[config.mk]
export PLATFORM = sky130hd
export DESIGN_NAME = pipe_regs_flat
export DESIGN_NICKNAME = d
export VERILOG_FILES = /design/src/rtl/pipe_pkg.sv /design/src/rtl/pipe_regs_if.sv /design/src/rtl/pipe_stage_reg.sv /design/src/rtl/pipe_regs.sv /design/src/flat_wrapper.sv
export SDC_FILE = /design/constraint.sdc
export NUM_CORES = 1
export LEC_CHECK = 0
export ABC_AREA = 1
export ABC_CLOCK_PERIOD_IN_PS = 2300
export BUFFER_PORTS_ARGS = -buffer_cell sky130_fd_sc_hd__buf_2
export CORE_MARGIN = 2
export CORE_UTILIZATION = 45
export DETAILED_ROUTE_END_ITERATION = 12
export GPL_TIMING_DRIVEN = 0
export PLACE_DENSITY_LB_ADDON = 0.25
export SYNTH_ARGS = -nofsm -noshare
export SYNTH_HDL_FRONTEND = slang
export SYNTH_HIERARCHICAL = 1
export SYNTH_SLANG_ARGS = --single-unit
[constraint.sdc]
create_clock -name clk -period 2.3 [get_ports clk]
set_clock_uncertainty 0.2 [all_clocks]
set_input_delay 0.345 -clock clk [delete_from_list [all_inputs] [get_ports clk]]
set_output_delay 0.345 -clock clk [all_outputs]
set_load 0.005 [all_outputs]
[src/rtl/pipe_pkg.sv]
// pipe_pkg: shared types and constants for the MIPS pipeline register slice.
//   NOP_INSTR         - instruction word used for bubbles (sll $0,$0,0)
//   DEFAULT_RESET_PC  - fetch address after reset
//   stage_bundle_t    - {instr, pc8, valid} carried by every inter-stage register
package pipe_pkg;

  localparam logic [31:0] NOP_INSTR        = 32'h0000_0000;
  localparam logic [31:0] DEFAULT_RESET_PC = 32'h0000_3000;
  localparam int          NUM_STAGES       = 4;  // IF/ID, ID/EX, EX/MEM, MEM/WB

  typedef struct packed {
    logic [31:0] instr;
    logic [31:0] pc8;
    logic        valid;
  } stage_bundle_t;

  // Bubble decodes as no class in the hazard unit: no forwarding, no stall.
  localparam stage_bundle_t STAGE_BUBBLE = '{instr: NOP_INSTR, pc8: 32'h0, valid: 1'b0};

endpackage

[src/rtl/pipe_regs_if.sv]
// pipe_regs_if: groups the hazard-unit controls, fetch inputs and per-stage
// outputs of pipe_regs.
//   slave  - pipe_regs side (consumes controls, drives stage outputs)
//   master - hazard unit / fetch side
// With PIPE_PERF_EN defined the interface also carries the performance
// counters cycle_cnt, stall_cnt and retire_cnt.
interface pipe_regs_if;
  logic        PC_EN;
  logic        IFID_EN;
  logic        IDEX_CLR;
  logic [31:0] NPC;
  logic [31:0] InstrF;
  logic        movzE;

  logic [31:0] PC;
  logic [31:0] InstructionD, InstructionE, InstructionM, InstructionW;
  logic [31:0] PC8D, PC8E, PC8M, PC8W;
  logic        validD, validE, validM, validW;
  logic        movzM, movzW;
`ifdef PIPE_PERF_EN
  logic [31:0] cycle_cnt, stall_cnt, retire_cnt;
`endif

  modport slave (
    input  PC_EN, IFID_EN, IDEX_CLR, NPC, InstrF, movzE,
    output PC,
    output InstructionD, InstructionE, InstructionM, InstructionW,
    output PC8D, PC8E, PC8M, PC8W,
    output validD, validE, validM, validW,
    output movzM, movzW
`ifdef PIPE_PERF_EN
    , output cycle_cnt, stall_cnt, retire_cnt
`endif
  );

  modport master (
    output PC_EN, IFID_EN, IDEX_CLR, NPC, InstrF, movzE,
    input  PC,
    input  InstructionD, InstructionE, InstructionM, InstructionW,
    input  PC8D, PC8E, PC8M, PC8W,
    input  validD, validE, validM, validW,
    input  movzM, movzW
`ifdef PIPE_PERF_EN
    , input cycle_cnt, stall_cnt, retire_cnt
`endif
  );
endinterface

[src/rtl/pipe_stage_reg.sv]
// pipe_stage_reg: one inter-stage register holding a stage_bundle_t.
//   clk, reset - rising-edge clock, async active-high reset (loads bubble)
//   en         - load d (0 = hold)
//   clr        - load bubble; wins over en
//   d, q       - stage bundle in / out
module pipe_stage_reg
  import pipe_pkg::*;
(
  input  logic          clk,
  input  logic          reset,
  input  logic          en,
  input  logic          clr,
  input  stage_bundle_t d,
  output stage_bundle_t q
);

  stage_bundle_t q_q;

  always_ff @(posedge clk or posedge reset) begin
    if (reset)    q_q <= STAGE_BUBBLE;
    else if (clr) q_q <= STAGE_BUBBLE;
    else if (en)  q_q <= d;
  end

  assign q = q_q;

endmodule

[src/rtl/pipe_regs.sv]
// pipe_regs: PC register plus IF/ID, ID/EX, EX/MEM, MEM/WB pipeline registers.
//   clk    - rising-edge clock
//   reset  - asynchronous active-high reset
//   bus    - pipe_regs_if.slave: PC_EN / IFID_EN / IDEX_CLR from the hazard
//            unit, NPC, InstrF, movzE in; PC, Instruction*/PC8*/valid*,
//            movzM/movzW out (all outputs are flops)
// Optional macro PIPE_PERF_EN adds cycle/stall/retire counters.
module pipe_regs
  import pipe_pkg::*;
#(
  parameter logic [31:0] RESET_PC = DEFAULT_RESET_PC
) (
  input  logic        clk,
  input  logic        reset,
  pipe_regs_if.slave  bus
);

  logic [31:0] pc_q, pc_d;
  logic        movzm_q, movzw_q;

  stage_bundle_t [NUM_STAGES-1:0] stg_d, stg_q;
  logic          [NUM_STAGES-1:0] stg_en, stg_clr;

  // PC
  assign pc_d = bus.PC_EN ? bus.NPC : pc_q;

  always_ff @(posedge clk or posedge reset) begin
    if (reset) pc_q <= RESET_PC;
    else       pc_q <= pc_d;
  end

  // Stage 0 captures the fetch; later stages shift the previous one.
  // PC+8 wraps at 32 bits.
  always_comb begin
    stg_d[0] = '{instr: bus.InstrF, pc8: pc_q + 32'd8, valid: 1'b1};
    for (int s = 1; s < NUM_STAGES; s++) stg_d[s] = stg_q[s-1];
  end

  // Only IF/ID can hold, only ID/EX can be flushed; M and W always advance.
  assign stg_en  = {1'b1, 1'b1, 1'b1, bus.IFID_EN};
  assign stg_clr = {1'b0, 1'b0, bus.IDEX_CLR, 1'b0};

  generate
    for (genvar s = 0; s < NUM_STAGES; s++) begin : g_stage
      pipe_stage_reg u_reg (
        .clk   (clk),
        .reset (reset),
        .en    (stg_en[s]),
        .clr   (stg_clr[s]),
        .d     (stg_d[s]),
        .q     (stg_q[s])
      );
    end
  endgenerate

  // movz condition is only meaningful for a real instruction in E.
  always_ff @(posedge clk or posedge reset) begin
    if (reset) begin
      movzm_q <= 1'b0;
      movzw_q <= 1'b0;
    end else begin
      movzm_q <= bus.movzE & stg_q[1].valid;
      movzw_q <= movzm_q;
    end
  end

  assign bus.PC           = pc_q;
  assign bus.InstructionD = stg_q[0].instr;
  assign bus.InstructionE = stg_q[1].instr;
  assign bus.InstructionM = stg_q[2].instr;
  assign bus.InstructionW = stg_q[3].instr;
  assign bus.PC8D         = stg_q[0].pc8;
  assign bus.PC8E         = stg_q[1].pc8;
  assign bus.PC8M         = stg_q[2].pc8;
  assign bus.PC8W         = stg_q[3].pc8;
  assign bus.validD       = stg_q[0].valid;
  assign bus.validE       = stg_q[1].valid;
  assign bus.validM       = stg_q[2].valid;
  assign bus.validW       = stg_q[3].valid;
  assign bus.movzM        = movzm_q;
  assign bus.movzW        = movzw_q;

`ifdef PIPE_PERF_EN
  logic [31:0] cycle_q, stall_q, retire_q;

  always_ff @(posedge clk or posedge reset) begin
    if (reset) begin
      cycle_q  <= '0;
      stall_q  <= '0;
      retire_q <= '0;
    end else begin
      cycle_q  <= cycle_q + 32'd1;
      if (bus.IDEX_CLR)   stall_q  <= stall_q + 32'd1;
      if (stg_q[3].valid) retire_q <= retire_q + 32'd1;
    end
  end

  assign bus.cycle_cnt  = cycle_q;
  assign bus.stall_cnt  = stall_q;
  assign bus.retire_cnt = retire_q;
`endif

endmodule

[src/flat_wrapper.sv]
// flat-port wrapper written by rule: the top's interface ports become plain ports
module pipe_regs_flat import pipe_pkg::*;
#(
  parameter logic [31:0] RESET_PC = DEFAULT_RESET_PC
)
  (clk, reset, bus_PC_EN, bus_IFID_EN, bus_IDEX_CLR, bus_NPC, bus_InstrF, bus_movzE, bus_PC, bus_InstructionD, bus_InstructionE, bus_InstructionM, bus_InstructionW, bus_PC8D, bus_PC8E, bus_PC8M, bus_PC8W, bus_validD, bus_validE, bus_validM, bus_validW, bus_movzM, bus_movzW);
  pipe_regs_if bus_i ();
  input  logic clk;
  input  logic reset;
  input wire logic [$bits(bus_i.PC_EN)-1:0] bus_PC_EN;
  input wire logic [$bits(bus_i.IFID_EN)-1:0] bus_IFID_EN;
  input wire logic [$bits(bus_i.IDEX_CLR)-1:0] bus_IDEX_CLR;
  input wire logic [$bits(bus_i.NPC)-1:0] bus_NPC;
  input wire logic [$bits(bus_i.InstrF)-1:0] bus_InstrF;
  input wire logic [$bits(bus_i.movzE)-1:0] bus_movzE;
  output wire logic [$bits(bus_i.PC)-1:0] bus_PC;
  output wire logic [$bits(bus_i.InstructionD)-1:0] bus_InstructionD;
  output wire logic [$bits(bus_i.InstructionE)-1:0] bus_InstructionE;
  output wire logic [$bits(bus_i.InstructionM)-1:0] bus_InstructionM;
  output wire logic [$bits(bus_i.InstructionW)-1:0] bus_InstructionW;
  output wire logic [$bits(bus_i.PC8D)-1:0] bus_PC8D;
  output wire logic [$bits(bus_i.PC8E)-1:0] bus_PC8E;
  output wire logic [$bits(bus_i.PC8M)-1:0] bus_PC8M;
  output wire logic [$bits(bus_i.PC8W)-1:0] bus_PC8W;
  output wire logic [$bits(bus_i.validD)-1:0] bus_validD;
  output wire logic [$bits(bus_i.validE)-1:0] bus_validE;
  output wire logic [$bits(bus_i.validM)-1:0] bus_validM;
  output wire logic [$bits(bus_i.validW)-1:0] bus_validW;
  output wire logic [$bits(bus_i.movzM)-1:0] bus_movzM;
  output wire logic [$bits(bus_i.movzW)-1:0] bus_movzW;
  assign bus_i.PC_EN = bus_PC_EN;
  assign bus_i.IFID_EN = bus_IFID_EN;
  assign bus_i.IDEX_CLR = bus_IDEX_CLR;
  assign bus_i.NPC = bus_NPC;
  assign bus_i.InstrF = bus_InstrF;
  assign bus_i.movzE = bus_movzE;
  assign bus_PC = bus_i.PC;
  assign bus_InstructionD = bus_i.InstructionD;
  assign bus_InstructionE = bus_i.InstructionE;
  assign bus_InstructionM = bus_i.InstructionM;
  assign bus_InstructionW = bus_i.InstructionW;
  assign bus_PC8D = bus_i.PC8D;
  assign bus_PC8E = bus_i.PC8E;
  assign bus_PC8M = bus_i.PC8M;
  assign bus_PC8W = bus_i.PC8W;
  assign bus_validD = bus_i.validD;
  assign bus_validE = bus_i.validE;
  assign bus_validM = bus_i.validM;
  assign bus_validW = bus_i.validW;
  assign bus_movzM = bus_i.movzM;
  assign bus_movzW = bus_i.movzW;
  pipe_regs #(.RESET_PC(RESET_PC)) u_core (.clk(clk), .reset(reset), .bus(bus_i));
endmodule
==> flow_summary_export.csv <==
group,metric,value,unit
sta,post-route-period-util,80.5,%
global_route,overflow,0,
sta,fmax,540,MHz
worst_setup_path,worstPathMaxFanout,5,
routing,viasPerCell,5.03,
routing,wl_per_cell,17.6,um
clocking,cts_made_buffers,34,
worst_setup_path,crit_chain,"ha_1, nand2_2, nor2_4, nand2_4, nor2_4, nand2_1, nand2_1, nand2_1, nand3_1, nand2_1",
clocking,clockBufferDepth,3,
placement,placed_area,14700,um^2
worst_setup_path,rr_worst_depth,10,
yosys,yosysMostFrequentCell,"nand2_1",
yosys,syn-cell-area,12400,um^2
yosys,yosys.area.top_type_share,58.9,%
clocking,cts-resized-gates,0,
yosys,synthTopCellsByArea,"dfrtp_1, nand2_1, nand3_1, buf_4, buf_2",
job,cap_violations,0,
min_path,min_to,"u_core/g_stage[0].u_reg/q[27]",
outcome,outcome,"complete, no violations",
sta,finalMaxSlewViolations,0,
yosys,synth_ff_type,"dfrtp_1",
worst_setup_path,endpoint_kind,"register",
power_and_ir_drop,leakage,9.76,nW
worst_setup_path,path_class,"register to register",
floorplanning,die_w,170,um
clocking,insertion_delay,0.51,ns
worst_setup_path,max_stage_delay,0.42,ns
power_and_ir_drop,totalPowerFinal,12.3,mW
yosys,synth-seq-cells,294,
worst_setup_path,path_common_cell,"nand2_1",
routing,detail-route-antenna-nets,0,
yosys,synth_top_family_by_area,"simple AND/OR/NAND/NOR gates",
routing,wl,39700,um
sta,worstMarginPinSlew,0.879,ns
global_route,grtUsageMet2,43.0,%
min_path,worstHoldStart,"bus_IFID_EN",
sta,hold_viol,0,
yosys,synth-edff-count,0,
yosys,async_flop_share,100,%
floorplanning,core-area,27000,um^2
floorplanning,io_pins,364,
final_layout,final_nets,1959,
final_layout,drive_above_1_share,27.9,%
worst_setup_path,r2r_slack,0.45,ns
clocking,cts.sinks,294,
floorplanning,dieArea,28900,um^2
sta,final.min_clock_period,1.85,ns
clocking,clockRootBuffer,"clkbuf_16",
sta,tns,0,ns
final_layout,final_cells,2255,
yosys,muxShareOfSynthArea,1.27,%
worst_setup_path,crit_buf_inv,0,
routing,drc,0,
yosys,netlist_instances,1410,
final_layout,fin_area,16500,um^2
final_layout,syn_to_final_growth,33.4,%
worst_setup_path,crit-reg2reg-launch,"u_core/bus.PC[4]",
sta,final.setup.worst_slack,0.448,ns
yosys,synth_warnings,6,
yosys,seq_area_frac_synth,59.3,%
placement,dp_hpwl,28900,um
yosys,synthTopCellsByCount,"nand2_1, dfrtp_1, nand3_1",
worst_setup_path,crit_slowest_cell,"dfrtp_1",
global_route,grtUsageTotal,27.4,%
power_and_ir_drop,ir_drop,577,uV
floorplanning,placementRows,60,
global_route,grt_max_degree,66,
min_path,hp-class,"primary input to register",
clocking,path_clk_slew,0.06,ns
yosys,synth_top_area_cell,"dfrtp_1",
final_layout,final_util,61.2,%
yosys,synth_compound_area_share,0.726,%
sta,rsz0062_at_grt,"no",
clocking,tritoncts,"yes",
global_route,grt_busiest_layer,"met2",
global_route,grt_pass1_vias,10800,
worst_setup_path,path_delay_family,"simple AND/OR/NAND/NOR gates",
global_route,grt_util_met3,4.07,%
placement,post-place-ws,0.279,ns
placement,port_buffers,362,
min_path,holdPathStages,4,
worst_setup_path,crit_required,2.50,ns
floorplanning,die_h,170,um
global_route,met1_usage,38.7,%
routing,vias,11300,
yosys,synth_xor_area_share,1.06,%
routing,drtIter0Drc,891,
sta,relSlewSlack,41.4,%
power_and_ir_drop,cellPowerDensity,743,nW/um^2
clocking,htreeDepth,2,
placement,dp.cells,2127,
yosys,synth_cell_type_count,20,
global_route,grt_pass1_wl,61100,um
yosys,synth_adder_area_share,0.101,%
global_route,antenna_found_initial,0,
yosys,synthSimpleGateAreaFrac,31.9,%
floorplanning,start_util,45.9,%
worst_setup_path,regToRegEndpoint,"u_core/g_stage[0].u_reg/q[32]",
placement,place.gp.congestion,0.917,
worst_setup_path,cp.arrival,2.05,ns
routing,drtPass1Iterations,6,
sta,setup_viol,0,
sta,holdWs,0.132,ns
yosys,avgSynthCellArea,8.80,um^2
worst_setup_path,cp-start-kind,"register",
[state kept, by name, indices dropped and copies added, names as in the netlist]
register / cells
u_core/bus.PC: 32
u_core/bus.movzM: 1
u_core/bus.movzW: 1
u_core/g_stage.u_reg/q: 260
[per-layer routing]
layer  vias to the layer above  share of wire (%)
li1                       5445                  -
met1                      5307                 43
met2                       500                 46
met3                        90                6.9
met4                         0                3.8
met5                         -                  0
[kinds of logic (layout without fill, tap and decap cells)]
kind of cell             after synthesis  after routing
multiplexers                          14             14
XOR/XNOR                              15             15
flip-flops                           294            294
AND/OR/NAND/NOR                      937            937
other                                  2             17
buffers and inverters                129            618
AO/OA/AOI/OAI                         18             18
adder cells (fa/ha/maj)                1              1
[placed cells by master, fill, tap and decap left out, types with 2 or more instances in the layout]
| cell | count |
|---|---|
| dlygate4sd3_1 | 66 |
| buf_2 | 404 |
| clkbuf_16 | 37 |
| clkinvlp_4 | 2 |
| clkinv_2 | 4 |
| clkbuf_8 | 7 |
| nor2_4 | 9 |
| nand2_4 | 2 |
| mux2_2 | 14 |
| nor2_2 | 3 |
| xor2_1 | 15 |
| nand2_1 | 614 |
| inv_4 | 4 |
| dfrtp_1 | 292 |
| inv_1 | 31 |
| o21ai_0 | 18 |
| clkbuf_1 | 16 |
| nand2_2 | 2 |
| nand3_1 | 273 |
| buf_1 | 4 |
| buf_4 | 39 |
| bufinv_16 | 3 |
| dfstp_2 | 2 |
| nor2_1 | 31 |
| and2_1 | 3 |
| conb_1 | 16 |
[worst register-to-register path: stages (launching register included)]
cell and delay (ns):
dfrtp_1 0.42, ha_1 0.22, nand2_2 0.08, nor2_4 0.16, nand2_4 0.13, nor2_4 0.15
nand2_1 0.07, nand2_1 0.05, nand2_1 0.10, nand3_1 0.10, nand2_1 0.05
[timing repair]
| action | 4_1_cts | 5_1_grt |
|---|---|---|
| hold buffers | 66 | 0 |
| setup buffers | 0 | 0 |
| setup endpoints to repair | 0 | 0 |
| endpoints found under the hold margin | 325 | 0 |
[worst max path at each step]
stage                     start                             to  slack [ns]  cells after the start
3_3_place_gp              reset  u_core/g_stage[2].u_reg/q[50]       -0.88                      2
3_5_place_dp              reset              u_core/bus.PC[28]        0.28                      2
2_1_floorplan             reset   u_core/g_stage[0].u_reg/q[0]        0.13                      1
6_report       u_core/bus.PC[4]  u_core/g_stage[0].u_reg/q[32]        0.45                     10
5_1_grt        u_core/bus.PC[4]  u_core/g_stage[0].u_reg/q[32]        0.31                     10
4_1_cts                   reset              u_core/bus.PC[25]        0.25                      3
[power by group]
part / switching [mW] / total (mW) / internal (mW) / leakage [nW]
Sequential: 0.215 / 5.58 / 5.37 / 3.98
Clock: 2.06 / 5.55 / 3.49 / 0.574
Combinational: 0.697 / 1.16 / 0.460 / 5.21
Total: 2.97 / 12.3 / 9.32 / 9.76
[area by class of cell]
type                       instances  area [um^2]
fill                            2393        10500
antenna                            1         2.50
tap                              341          427
multi-input combinational       1001         4410
sequential                       294         7360
buffer                            93          548
clock inverter                     9          125
clock buffer                      52         1050
timing repair buffer             428         2470
inverter                          36          145
Power figures use the tool's default switching activity.
